===== src/rtl/wb_writeback_if.sv =====
// Bundle of the retire handshake, data-memory read port and register-file write port
// that connects the writeback unit to the rest of the core.
interface wb_writeback_if;
    logic        wb_valid;
    logic        wb_ready;
    logic [1:0]  wb_sel;
    logic        reg_write_en;
    logic [4:0]  rd;
    logic [2:0]  funct3;
    logic [31:0] alu_result;
    logic [31:0] pc_plus4;
    logic        mem_req;
    logic [31:0] mem_addr;
    logic [31:0] mem_rdata;
    logic        mem_rvalid;
    logic        RegWrite;
    logic [4:0]  write_rd;
    logic [31:0] write_data;
    logic        mem_err;

    // Handshake: an instruction is accepted at a rising edge where wb_valid && wb_ready;
    // mem_req stays high until the edge that samples the single-cycle mem_rvalid pulse.
    modport slave (
        input  wb_valid, wb_sel, reg_write_en, rd, funct3, alu_result, pc_plus4,
        input  mem_rdata, mem_rvalid,
        output wb_ready, mem_req, mem_addr, RegWrite, write_rd, write_data, mem_err
    );

    modport master (
        output wb_valid, wb_sel, reg_write_en, rd, funct3, alu_result, pc_plus4,
        output mem_rdata, mem_rvalid,
        input  wb_ready, mem_req, mem_addr, RegWrite, write_rd, write_data, mem_err
    );
endinterface


===== src/rtl/wb_writeback_unit.sv =====
// Register-file write side: selects ALU / load / link result, runs the word read for
// loads with lane extraction, and stalls retirement while a load is outstanding.
module wb_writeback_unit #(
    parameter int TIMEOUT_CYCLES = 16,
    parameter int CNT_W          = 5
) (
    input  logic                 clk,
    input  logic                 rst,
    wb_writeback_if.slave        bus,
    output logic [1:0]           o_state
);

    typedef enum logic [1:0] {
        IDLE     = 2'd0,
        MEM_WAIT = 2'd1,
        WRITE    = 2'd2
    } state_t;

    state_t      r_state;
    logic [CNT_W-1:0] r_cnt;
    logic        r_wb_ready;
    logic        r_mem_req;
    logic [31:0] r_mem_addr;
    logic        r_reg_write;
    logic [4:0]  r_write_rd;
    logic [31:0] r_write_data;
    logic        r_mem_err;
    logic [4:0]  r_rd_q;
    logic [2:0]  r_f3_q;
    logic [1:0]  r_off_q;
    logic        r_wen_q;

    logic        w_accept;
    logic        w_wen;
    logic        w_misaligned;
    logic        w_timeout;
    logic [31:0] w_load_data;

    function automatic logic [31:0] extract(input logic [31:0] d, input logic [2:0] f3,
                                            input logic [1:0] off);
        logic [7:0]  b;
        logic [15:0] h;
        logic [31:0] res;
        case (off)
            2'd0:    b = d[7:0];
            2'd1:    b = d[15:8];
            2'd2:    b = d[23:16];
            default: b = d[31:24];
        endcase
        h = off[1] ? d[31:16] : d[15:0];
        case (f3)
            3'b000:  res = {{24{b[7]}}, b};
            3'b100:  res = {24'd0, b};
            3'b001:  res = {{16{h[15]}}, h};
            3'b101:  res = {16'd0, h};
            default: res = d;
        endcase
        return res;
    endfunction

    assign w_accept    = bus.wb_valid && r_wb_ready;
    assign w_wen       = bus.reg_write_en && (bus.rd != 5'd0) && (bus.wb_sel != 2'd3);
    assign w_timeout   = (r_cnt == CNT_W'(TIMEOUT_CYCLES - 1));
    assign w_load_data = extract(bus.mem_rdata, r_f3_q, r_off_q);

    // Reserved funct3 codes behave as lw, so they also need word alignment.
    always_comb begin
        w_misaligned = 1'b0;
        case (bus.funct3)
            3'b000, 3'b100: w_misaligned = 1'b0;
            3'b001, 3'b101: w_misaligned = bus.alu_result[0];
            default:        w_misaligned = (bus.alu_result[1:0] != 2'd0);
        endcase
    end

    always_ff @(posedge clk or negedge rst) begin
        if (!rst) begin
            r_state      <= IDLE;
            r_cnt        <= '0;
            r_wb_ready   <= 1'b1;
            r_mem_req    <= 1'b0;
            r_mem_addr   <= '0;
            r_reg_write  <= 1'b0;
            r_write_rd   <= '0;
            r_write_data <= '0;
            r_mem_err    <= 1'b0;
            r_rd_q       <= '0;
            r_f3_q       <= '0;
            r_off_q      <= '0;
            r_wen_q      <= 1'b0;
        end else begin
            r_reg_write <= 1'b0;
            r_mem_err   <= 1'b0;
            case (r_state)
                IDLE, WRITE: begin
                    if (w_accept) begin
                        r_rd_q  <= bus.rd;
                        r_f3_q  <= bus.funct3;
                        r_off_q <= bus.alu_result[1:0];
                        r_wen_q <= w_wen;
                        if (bus.wb_sel == 2'd1) begin
                            if (w_misaligned) begin
                                r_mem_err <= 1'b1;
                                r_state   <= IDLE;
                            end else begin
                                r_state    <= MEM_WAIT;
                                r_wb_ready <= 1'b0;
                                r_mem_req  <= 1'b1;
                                r_mem_addr <= {bus.alu_result[31:2], 2'b00};
                                r_cnt      <= '0;
                            end
                        end else begin
                            r_state     <= WRITE;
                            r_reg_write <= w_wen;
                            if (w_wen) begin
                                r_write_rd   <= bus.rd;
                                r_write_data <= (bus.wb_sel == 2'd2) ? bus.pc_plus4 : bus.alu_result;
                            end
                        end
                    end else begin
                        r_state <= IDLE;
                    end
                end
                MEM_WAIT: begin
                    // Response data takes priority over a timeout in the same cycle.
                    if (bus.mem_rvalid) begin
                        r_state     <= WRITE;
                        r_wb_ready  <= 1'b1;
                        r_mem_req   <= 1'b0;
                        r_reg_write <= r_wen_q;
                        if (r_wen_q) begin
                            r_write_rd   <= r_rd_q;
                            r_write_data <= w_load_data;
                        end
                    end else if (w_timeout) begin
                        r_state    <= IDLE;
                        r_wb_ready <= 1'b1;
                        r_mem_req  <= 1'b0;
                        r_mem_err  <= 1'b1;
                    end else begin
                        r_cnt <= r_cnt + CNT_W'(1);
                    end
                end
                default: begin
                    r_state    <= IDLE;
                    r_wb_ready <= 1'b1;
                    r_mem_req  <= 1'b0;
                end
            endcase
        end
    end

    assign bus.wb_ready   = r_wb_ready;
    assign bus.mem_req    = r_mem_req;
    assign bus.mem_addr   = r_mem_addr;
    assign bus.RegWrite   = r_reg_write;
    assign bus.write_rd   = r_write_rd;
    assign bus.write_data = r_write_data;
    assign bus.mem_err    = r_mem_err;
    assign o_state        = r_state;

endmodule

===== src/flat_wrapper.sv =====
// flat-port wrapper written by rule: the top's interface ports become plain ports
module wb_writeback_unit_flat 
#(
    parameter int TIMEOUT_CYCLES = 16,
    parameter int CNT_W          = 5
)
  (clk, rst, o_state, bus_wb_valid, bus_wb_sel, bus_reg_write_en, bus_rd, bus_funct3, bus_alu_result, bus_pc_plus4, bus_mem_rdata, bus_mem_rvalid, bus_wb_ready, bus_mem_req, bus_mem_addr, bus_RegWrite, bus_write_rd, bus_write_data, bus_mem_err);
  wb_writeback_if bus_i ();
  input  logic clk;
  input  logic rst;
  output logic [1:0] o_state;
  input wire logic [$bits(bus_i.wb_valid)-1:0] bus_wb_valid;
  input wire logic [$bits(bus_i.wb_sel)-1:0] bus_wb_sel;
  input wire logic [$bits(bus_i.reg_write_en)-1:0] bus_reg_write_en;
  input wire logic [$bits(bus_i.rd)-1:0] bus_rd;
  input wire logic [$bits(bus_i.funct3)-1:0] bus_funct3;
  input wire logic [$bits(bus_i.alu_result)-1:0] bus_alu_result;
  input wire logic [$bits(bus_i.pc_plus4)-1:0] bus_pc_plus4;
  input wire logic [$bits(bus_i.mem_rdata)-1:0] bus_mem_rdata;
  input wire logic [$bits(bus_i.mem_rvalid)-1:0] bus_mem_rvalid;
  output wire logic [$bits(bus_i.wb_ready)-1:0] bus_wb_ready;
  output wire logic [$bits(bus_i.mem_req)-1:0] bus_mem_req;
  output wire logic [$bits(bus_i.mem_addr)-1:0] bus_mem_addr;
  output wire logic [$bits(bus_i.RegWrite)-1:0] bus_RegWrite;
  output wire logic [$bits(bus_i.write_rd)-1:0] bus_write_rd;
  output wire logic [$bits(bus_i.write_data)-1:0] bus_write_data;
  output wire logic [$bits(bus_i.mem_err)-1:0] bus_mem_err;
  assign bus_i.wb_valid = bus_wb_valid;
  assign bus_i.wb_sel = bus_wb_sel;
  assign bus_i.reg_write_en = bus_reg_write_en;
  assign bus_i.rd = bus_rd;
  assign bus_i.funct3 = bus_funct3;
  assign bus_i.alu_result = bus_alu_result;
  assign bus_i.pc_plus4 = bus_pc_plus4;
  assign bus_i.mem_rdata = bus_mem_rdata;
  assign bus_i.mem_rvalid = bus_mem_rvalid;
  assign bus_wb_ready = bus_i.wb_ready;
  assign bus_mem_req = bus_i.mem_req;
  assign bus_mem_addr = bus_i.mem_addr;
  assign bus_RegWrite = bus_i.RegWrite;
  assign bus_write_rd = bus_i.write_rd;
  assign bus_write_data = bus_i.write_data;
  assign bus_mem_err = bus_i.mem_err;
  wb_writeback_unit #(.TIMEOUT_CYCLES(TIMEOUT_CYCLES), .CNT_W(CNT_W)) u_core (.clk(clk), .rst(rst), .bus(bus_i), .o_state(o_state));
endmodule

===== config.mk =====
export PLATFORM = sky130hd
export DESIGN_NAME = wb_writeback_unit_flat
export DESIGN_NICKNAME = d
export VERILOG_FILES = /design/src/rtl/wb_writeback_if.sv /design/src/rtl/wb_writeback_unit.sv /design/src/flat_wrapper.sv
export SDC_FILE = /design/constraint.sdc
export NUM_CORES = 1
export LEC_CHECK = 0
export CORE_ASPECT_RATIO = 0.5
export CORE_UTILIZATION = 45
export CTS_CLUSTER_DIAMETER = 80
export DETAILED_ROUTE_END_ITERATION = 10
export PLACE_DENSITY = 0.91
export SLEW_MARGIN = 15
export SYNTH_ARGS = -nofsm -noshare
export SYNTH_HDL_FRONTEND = slang
export SYNTH_SLANG_ARGS = --single-unit

===== constraint.sdc =====
create_clock -name clk -period 4.66 [get_ports clk]
set_input_delay 0.932 -clock clk [delete_from_list [all_inputs] [get_ports clk]]
set_output_delay 0.932 -clock clk [all_outputs]
set_load 0.02 [all_outputs]

==> flow_metrics.env, run 1 <==
export IMPL_antennaDiodeCount=0
export IMPL_dp_cells=808
export IMPL_routed_wl_um=17300
export IMPL_synth_seq_cells=89
export IMPL_synth_ff_type="dfrtp_1"
export IMPL_layout_drive_gt1_share_pct=8.19
export IMPL_postSynthAreaPerCell_um2=9.51
export IMPL_post_cts_setup_buffer_count=0
export IMPL_grtUsageMet1_pct=41.6
export IMPL_ir_drop_mv=0.151
export IMPL_r2r_cells=4
export IMPL_tightest_slew_ns=1.08
export IMPL_drc=0
export IMPL_hp_start="u_core.bus.mem_addr[13]"
export IMPL_drt_iter0_drc=679
export IMPL_hold_buffers=0
export IMPL_hpwl_um=12700
export IMPL_synth_edf_count=0
export IMPL_ys_types=52
export IMPL_clock_sinks=89
export IMPL_setup_viol=0
export IMPL_whs_path_depth=2
export IMPL_dr_pass1_iters=6
export IMPL_r2r_end="u_core.bus.write_data[15]"
export IMPL_power_density_nw_per_um2=249
export IMPL_reg2reg_slack_ns=1.82
export IMPL_vias=4886
export IMPL_routabilityCongestion=0.914
export IMPL_port_buffers=183
export IMPL_avgRoutedWirePerCell_um=21.0
export IMPL_slowest_delay_ns=0.58
export IMPL_leakage_nw=3.32
export IMPL_synth_largest_area_cell="dfrtp_1"
export IMPL_cts_buffers=9
export IMPL_top_usage_layer="met2"
export IMPL_grt_overflow=0
export IMPL_yosys_warnings=0
export IMPL_worst_path_buf_inv=3
export IMPL_timing_rr_start="u_core.r_off_q[1]"
export IMPL_htree_levels=3
export IMPL_die_x_um=150
export IMPL_post_route_min_period_ns=3.23
export IMPL_cp_end_kind="register"
export IMPL_cp_arrival_ns=3.46
export IMPL_rows=26
export IMPL_start_util_pct=47.1
export IMPL_track_usage_pct=30.0
export IMPL_path_delay_family="buffers and inverters"
export IMPL_die_area_um2=11400
export IMPL_cts_resized_gates=0
export IMPL_cts_tree="yes"
export IMPL_antenna_found_initial=0
export IMPL_setup_slack_ns=1.43
export IMPL_grtUsageMet3_pct=8.74
export IMPL_critPathSlowestCell="or4_4"
export IMPL_critPathRequiredTime_ns=4.89
export IMPL_outcome="completed"
export IMPL_max_freq_mhz=309
export IMPL_area_growth_pct=45.2
export IMPL_period_share_pct=69.4
export IMPL_cp_max_fo=23
export IMPL_ys_async_sr_fraction_pct=100
export IMPL_die_h_um=75.8
export IMPL_synth_seq_area_share_pct=45.4
export IMPL_yosys_area_top_type_share_pct=44.9
export IMPL_critPathKind="in2reg"
export IMPL_ant_nets=0
export IMPL_ys_top_cells_by_area="dfrtp_1 (45%), nand2_1 (10%), mux2i_1 (8.2%)"
export IMPL_syn_cell_area_um2=4910
export IMPL_rsz0062_at_grt="false"
export IMPL_cp_startpoint="bus_rd[1]"
export IMPL_path_cells="clkdlybuf4s50_1 > or4_4 > o211ai_4 > and2_1 > buf_4 > inv_4 > mux2_4"
export IMPL_path_clk_slew_ns=0.07
export IMPL_hold_path_class="reg2reg"
export IMPL_drv_cap=0
export IMPL_maxSlewViolCount=0
export IMPL_fin_tns_setup_ns=0
export IMPL_clock_skew_ns=0.00707
export IMPL_dp_slack_ns=1.15
export IMPL_fin_cells=824
export IMPL_insertion_delay_ns=0.35
export IMPL_viasPerCell=5.93
export IMPL_root_buffer="clkbuf_16"
export IMPL_core_area_um2=10400
export IMPL_grt_pass1_wl_um=24800
export IMPL_clock_path_buffers=2
export IMPL_first_global_vias=4308
export IMPL_relSlewSlack_pct=27.9
export IMPL_startpoint_type="input pin"
export IMPL_gr_usage_met2_pct=46.3
export IMPL_netlist_instances=516
export IMPL_nets=792
export IMPL_io_pins=186
export IMPL_grt_max_degree=58
export IMPL_min_to="u_core.bus.mem_addr[13]"
export IMPL_hold_viol=0
-- worst max-delay path by stage --
stage | cells after the start | slack [ns] | end
after global placement | 7 | 1.22 | u_core.bus.write_data[27]
after global routing | 7 | 1.37 | u_core.bus.write_data[7]
after detailed placement | 7 | 1.15 | u_core.bus.write_data[29]
after floorplan | 7 | 2.05 | u_core.bus.write_data[18]
final | 7 | 1.43 | u_core.bus.write_data[31]
after CTS | 7 | 1.49 | u_core.bus.write_data[31]
-- Yosys cell counts (4+ instances only) --
master,count
nor2_1,12
o21ai_0,35
nor3_1,4
mux2_4,16
or3_1,4
a32oi_1,16
nand3_1,16
nor2b_1,13
clkbuf_1,32
a32o_1,8
mux2_2,9
inv_1,4
dfrtp_1,88
nand2_1,131
and3b_1,8
a21oi_1,22
mux2i_1,40
-- sequential cells by signal, indices dropped and copies added (netlist names) --
| name | cells |
|---|---|
| u_core.bus.mem_addr | 30 |
| u_core.o_state | 2 |
| u_core.bus.RegWrite | 1 |
| u_core.bus.wb_ready | 1 |
| u_core.bus.mem_req | 1 |
| u_core.r_wen_q | 1 |
| u_core.bus.mem_err | 1 |
| u_core.r_rd_q | 5 |
| u_core.r_f3_q | 3 |
| u_core.r_off_q | 2 |
| u_core.bus.write_rd | 5 |
| u_core.bus.write_data | 32 |
| u_core.r_cnt | 5 |
-- tightest hold or removal path, stage by stage, from the launching register on --
cell and delay, ns:
dfrtp_1 0.34, nand2_1 0.05, nand2_1 0.05
-- cells in the final DEF (no fill, tap or decap), types with 12 or more instances in the layout --
master and count:
a21oi_1 22, a32oi_1 16, clkdlybuf4s50_1 182, dfrtp_1 88, mux2_4 16, mux2i_1 40
nand2_1 131, nand3_1 16, nor2_1 12, nor2b_1 13, o21ai_0 35
-- power by group --
part | switching (mW) | internal [mW]
combinational | 0.0918 | 0.112
sequential | 0 | 0.772
clock | 0.313 | 0.486
-- stage by stage --
stage          area (um2)  hold WS [ns]  util (%)  power (mW)
2_1_floorplan        4910         0.445         -       0.838
3_3_place_gp         6800         0.458      65.3       0.982
3_5_place_dp         6800         0.462      65.3       0.984
4_1_cts              7120         0.478      68.4        1.77
5_1_grt              7120         0.497      68.4        1.82
6_report             7120         0.473      68.4        1.78
-- layer usage --
| metal | wire length, um | share of wire, % |
|---|---|---|
| met1 | 7280 | 42 |
| met4 | 429 | 2.5 |
| met5 | 0 | 0 |
| met3 | 1850 | 11 |
| met2 | 7720 | 45 |
-- area by class of cell --
cell class                      instances  area [um2]
Sequential cell                        89        2230
Timing Repair Buffer                  192        1900
Tap cell                              140         175
Clock inverter                          4        76.3
Clock buffer                           12         246
Inverter                                5        21.3
Multi-Input combinational cell        382        2480
Fill cell                             772        3290
-- cells by family (layout without fill, tap and decap cells) --
logic type | Yosys count | in the layout | synth area share [%]
AO/OA/AOI/OAI | 110 | 110 | 15.5
AND/OR/NAND/NOR | 202 | 202 | 18.7
buffers and inverters | 46 | 213 | 4.23
adder cells (fa/ha/maj) | 2 | 2 | 0.510
other | 1 | 2 | 0.0764
flip-flops | 89 | 89 | 45.4
multiplexers | 66 | 66 | 15.6
(Power assumes the default switching activity.)
==> inputs of run 2 (changes only) <==
--- a/config.mk
+++ b/config.mk
@@ -6,10 +6,10 @@
 export NUM_CORES = 1
 export LEC_CHECK = 0
 export CORE_ASPECT_RATIO = 0.5
-export CORE_UTILIZATION = 45
+export CORE_UTILIZATION = 40
 export CTS_CLUSTER_DIAMETER = 80
 export DETAILED_ROUTE_END_ITERATION = 10
-export PLACE_DENSITY = 0.91
+export PLACE_DENSITY = 0.86
 export SLEW_MARGIN = 15
 export SYNTH_ARGS = -nofsm -noshare
 export SYNTH_HDL_FRONTEND = slang
==> constraint.sdc (replaced) <==
create_clock -name clk -period 2.6 [get_ports clk]
set_input_delay 0.52 -clock clk [delete_from_list [all_inputs] [get_ports clk]]
set_output_delay 0.52 -clock clk [all_outputs]
set_load 0.02 [all_outputs]
==> run 2 against run 1 <==
Net effect:
- worst hold slack lost 0.35 ns
- sequential power rose by 79%
- setup slack got worse by 1.2 ns
- total power increased by 73%
- via count fell by 1.9%
- routed wire length fell by 1.4%
- cell count rose by 5.6%
- sequential cell count unchanged
- die area is 12% higher
- clock-buffer cell count unchanged
- utilization shrank 6.6 points
- highest routed layer unchanged
==> flow_metrics.env, run 2 (same netlist as run 1, synthesis figures left out) <==
export IMPL_ir_drop_mv=0.241
export IMPL_cts_tree="yes"
export IMPL_routed_wl_um=17000
export IMPL_post_cts_setup_buffer_count=0
export IMPL_drt_iter0_drc=455
export IMPL_r2r_end="u_core.r_cnt[3]"
export IMPL_mostFrequentLayoutCell="clkdlybuf4s50_1"
export IMPL_clock_sinks=89
export IMPL_ant_nets=0
export IMPL_power_density_nw_per_um2=419
export IMPL_vias=4791
export IMPL_dpl_cell_area_um2=7040
export IMPL_hold_viol=0
export IMPL_reg2reg_slack_ns=0.22
export IMPL_leakage_nw=3.42
export IMPL_critPathSlowestCell="nor4b_1"
export IMPL_relSlewSlack_pct=43.0
export IMPL_drv_cap=0
export IMPL_area_growth_pct=49.6
export IMPL_die_h_um=80.3
export IMPL_die_area_um2=12700
export IMPL_cp_startpoint="u_core.r_cnt[0]"
export IMPL_fin_tns_setup_ns=0
export IMPL_viasPerCell=5.51
export IMPL_cts_resized_gates=0
export IMPL_post_route_min_period_ns=2.38
export IMPL_tightest_slew_ns=0.856
export IMPL_setup_viol=0
export IMPL_antennaDiodeCount=0
export IMPL_critPathRequiredTime_ns=2.87
export IMPL_grt_pass1_wl_um=25400
export IMPL_first_global_vias=4519
export IMPL_clock_skew_ns=0.00416
export IMPL_maxSlewViolCount=0
export IMPL_largest_reg_flops=32
export IMPL_layout_drive_gt1_share_pct=10.9
export IMPL_startpoint_type="register"
export IMPL_rsz0062_at_grt="false"
export IMPL_cp_end_kind="register"
export IMPL_slowest_delay_ns=0.45
export IMPL_port_buffers=183
export IMPL_root_buffer="clkbuf_16"
export IMPL_drc=0
export IMPL_dp_slack_ns=0.0539
export IMPL_nets=813
export IMPL_antenna_found_initial=1
export IMPL_htree_levels=3
export IMPL_r2r_cells=8
export IMPL_hpwl_um=13100
export IMPL_rows=28
export IMPL_hold_path_class="in2async"
export IMPL_start_util_pct=41.3
export IMPL_dr_pass1_iters=5
export IMPL_path_clk_slew_ns=0.06
export IMPL_hold_buffers=0
export IMPL_power_mw=3.07
export IMPL_routabilityCongestion=0.875
export IMPL_track_usage_pct=27.1
export IMPL_outcome="completed"
export IMPL_cp_arrival_ns=2.64
export IMPL_grt_overflow=0
export IMPL_timing_rr_start="u_core.r_cnt[0]"
export IMPL_clock_path_buffers=2
export IMPL_fillers=925
export IMPL_path_cells="ha_1 > and3_1 > ha_1 > nor4b_1 > buf_4 > o2111ai_1 > or3_1 > a21oi_1"
export IMPL_design_area_um2=7340
export IMPL_insertion_delay_ns=0.34
export IMPL_grt_max_degree=45
export IMPL_cp_max_fo=5
export IMPL_crit_path_frequent_cell="ha_1"
export IMPL_path_delay_family="simple AND/OR/NAND/NOR gates"
export IMPL_worst_path_buf_inv=1
export IMPL_io_pins=186
export IMPL_final_cell_mix="clkdlybuf4s50_1 (182), nand2_1 (131), dfrtp_1 (88)"
export IMPL_period_share_pct=91.4
export IMPL_core_area_um2=11900
export IMPL_max_freq_mhz=421
export IMPL_die_x_um=159
export IMPL_setup_slack_ns=0.224
export IMPL_avgRoutedWirePerCell_um=19.6
export IMPL_critPathKind="reg2reg"
export IMPL_cts_buffers=9
[run 2: cell types whose count changed in the layout (fill, tap and decap cells not counted)]
cell	before	now
clkinvlp_4	1	3
clkinv_4	1	0
buf_4	10	27
buf_12	0	4
bufinv_16	2	1
[run 2: final cells by class]
type / instances / area, um2 / share of cell area [%]
Clock buffer: 12 / 246 / 3.36
Clock inverter: 4 / 52.6 / 0.716
Inverter: 5 / 21.3 / 0.290
Multi-Input combinational cell: 382 / 2480 / 33.8
Sequential cell: 89 / 2230 / 30.4
Tap cell: 165 / 206 / 2.81
Timing Repair Buffer: 213 / 2100 / 28.7
[run 2: per-layer routing]
layer	wire length, um	vias up	global-route usage, %
met5	0	-	0
met4	354	0	8.27
met3	1390	30	6.96
met2	7770	219	41.3
met1	7530	2332	37.6
li1	-	2210	-
[run 2: through the flow]
step                      hold slack (ns)  std cells  util [%]
after floorplan                     0.224        517         -
after global placement              0.458        854      59.3
after detailed placement            0.464        854      59.3
after CTS                           0.135        870      61.8
after global routing                0.154        870      61.8
final                               0.126        870      61.8
[run 2: how the worst max path moves through the flow]
stage                                      endpoint  slack (ns)  cells after the start
after CTS                           u_core.r_cnt[3]        0.24                      8
after detailed placement  u_core.bus.write_data[18]        0.05                      7
after floorplan                     u_core.r_cnt[3]        0.39                      7
after global placement    u_core.bus.write_data[22]        0.07                      7
after global routing                u_core.r_cnt[3]        0.05                      8
final                               u_core.r_cnt[3]        0.22                      8
[run 2: power breakdown]
group	switching, mW	internal (mW)	total [mW]
clock network	0.542	0.772	1.31
logic	0.162	0.212	0.373
registers	0	1.38	1.38
==> inputs of run 3 (changes only) <==
--- a/config.mk
+++ b/config.mk
@@ -10,6 +10,7 @@
 export CTS_CLUSTER_DIAMETER = 80
 export DETAILED_ROUTE_END_ITERATION = 10
 export PLACE_DENSITY = 0.86
+export SKIP_CTS_REPAIR_TIMING = 1
 export SLEW_MARGIN = 15
 export SYNTH_ARGS = -nofsm -noshare
 export SYNTH_HDL_FRONTEND = slang
==> results of run 3 <==
Same layout as run 2: the final DEF is identical, and so are final timing and power.
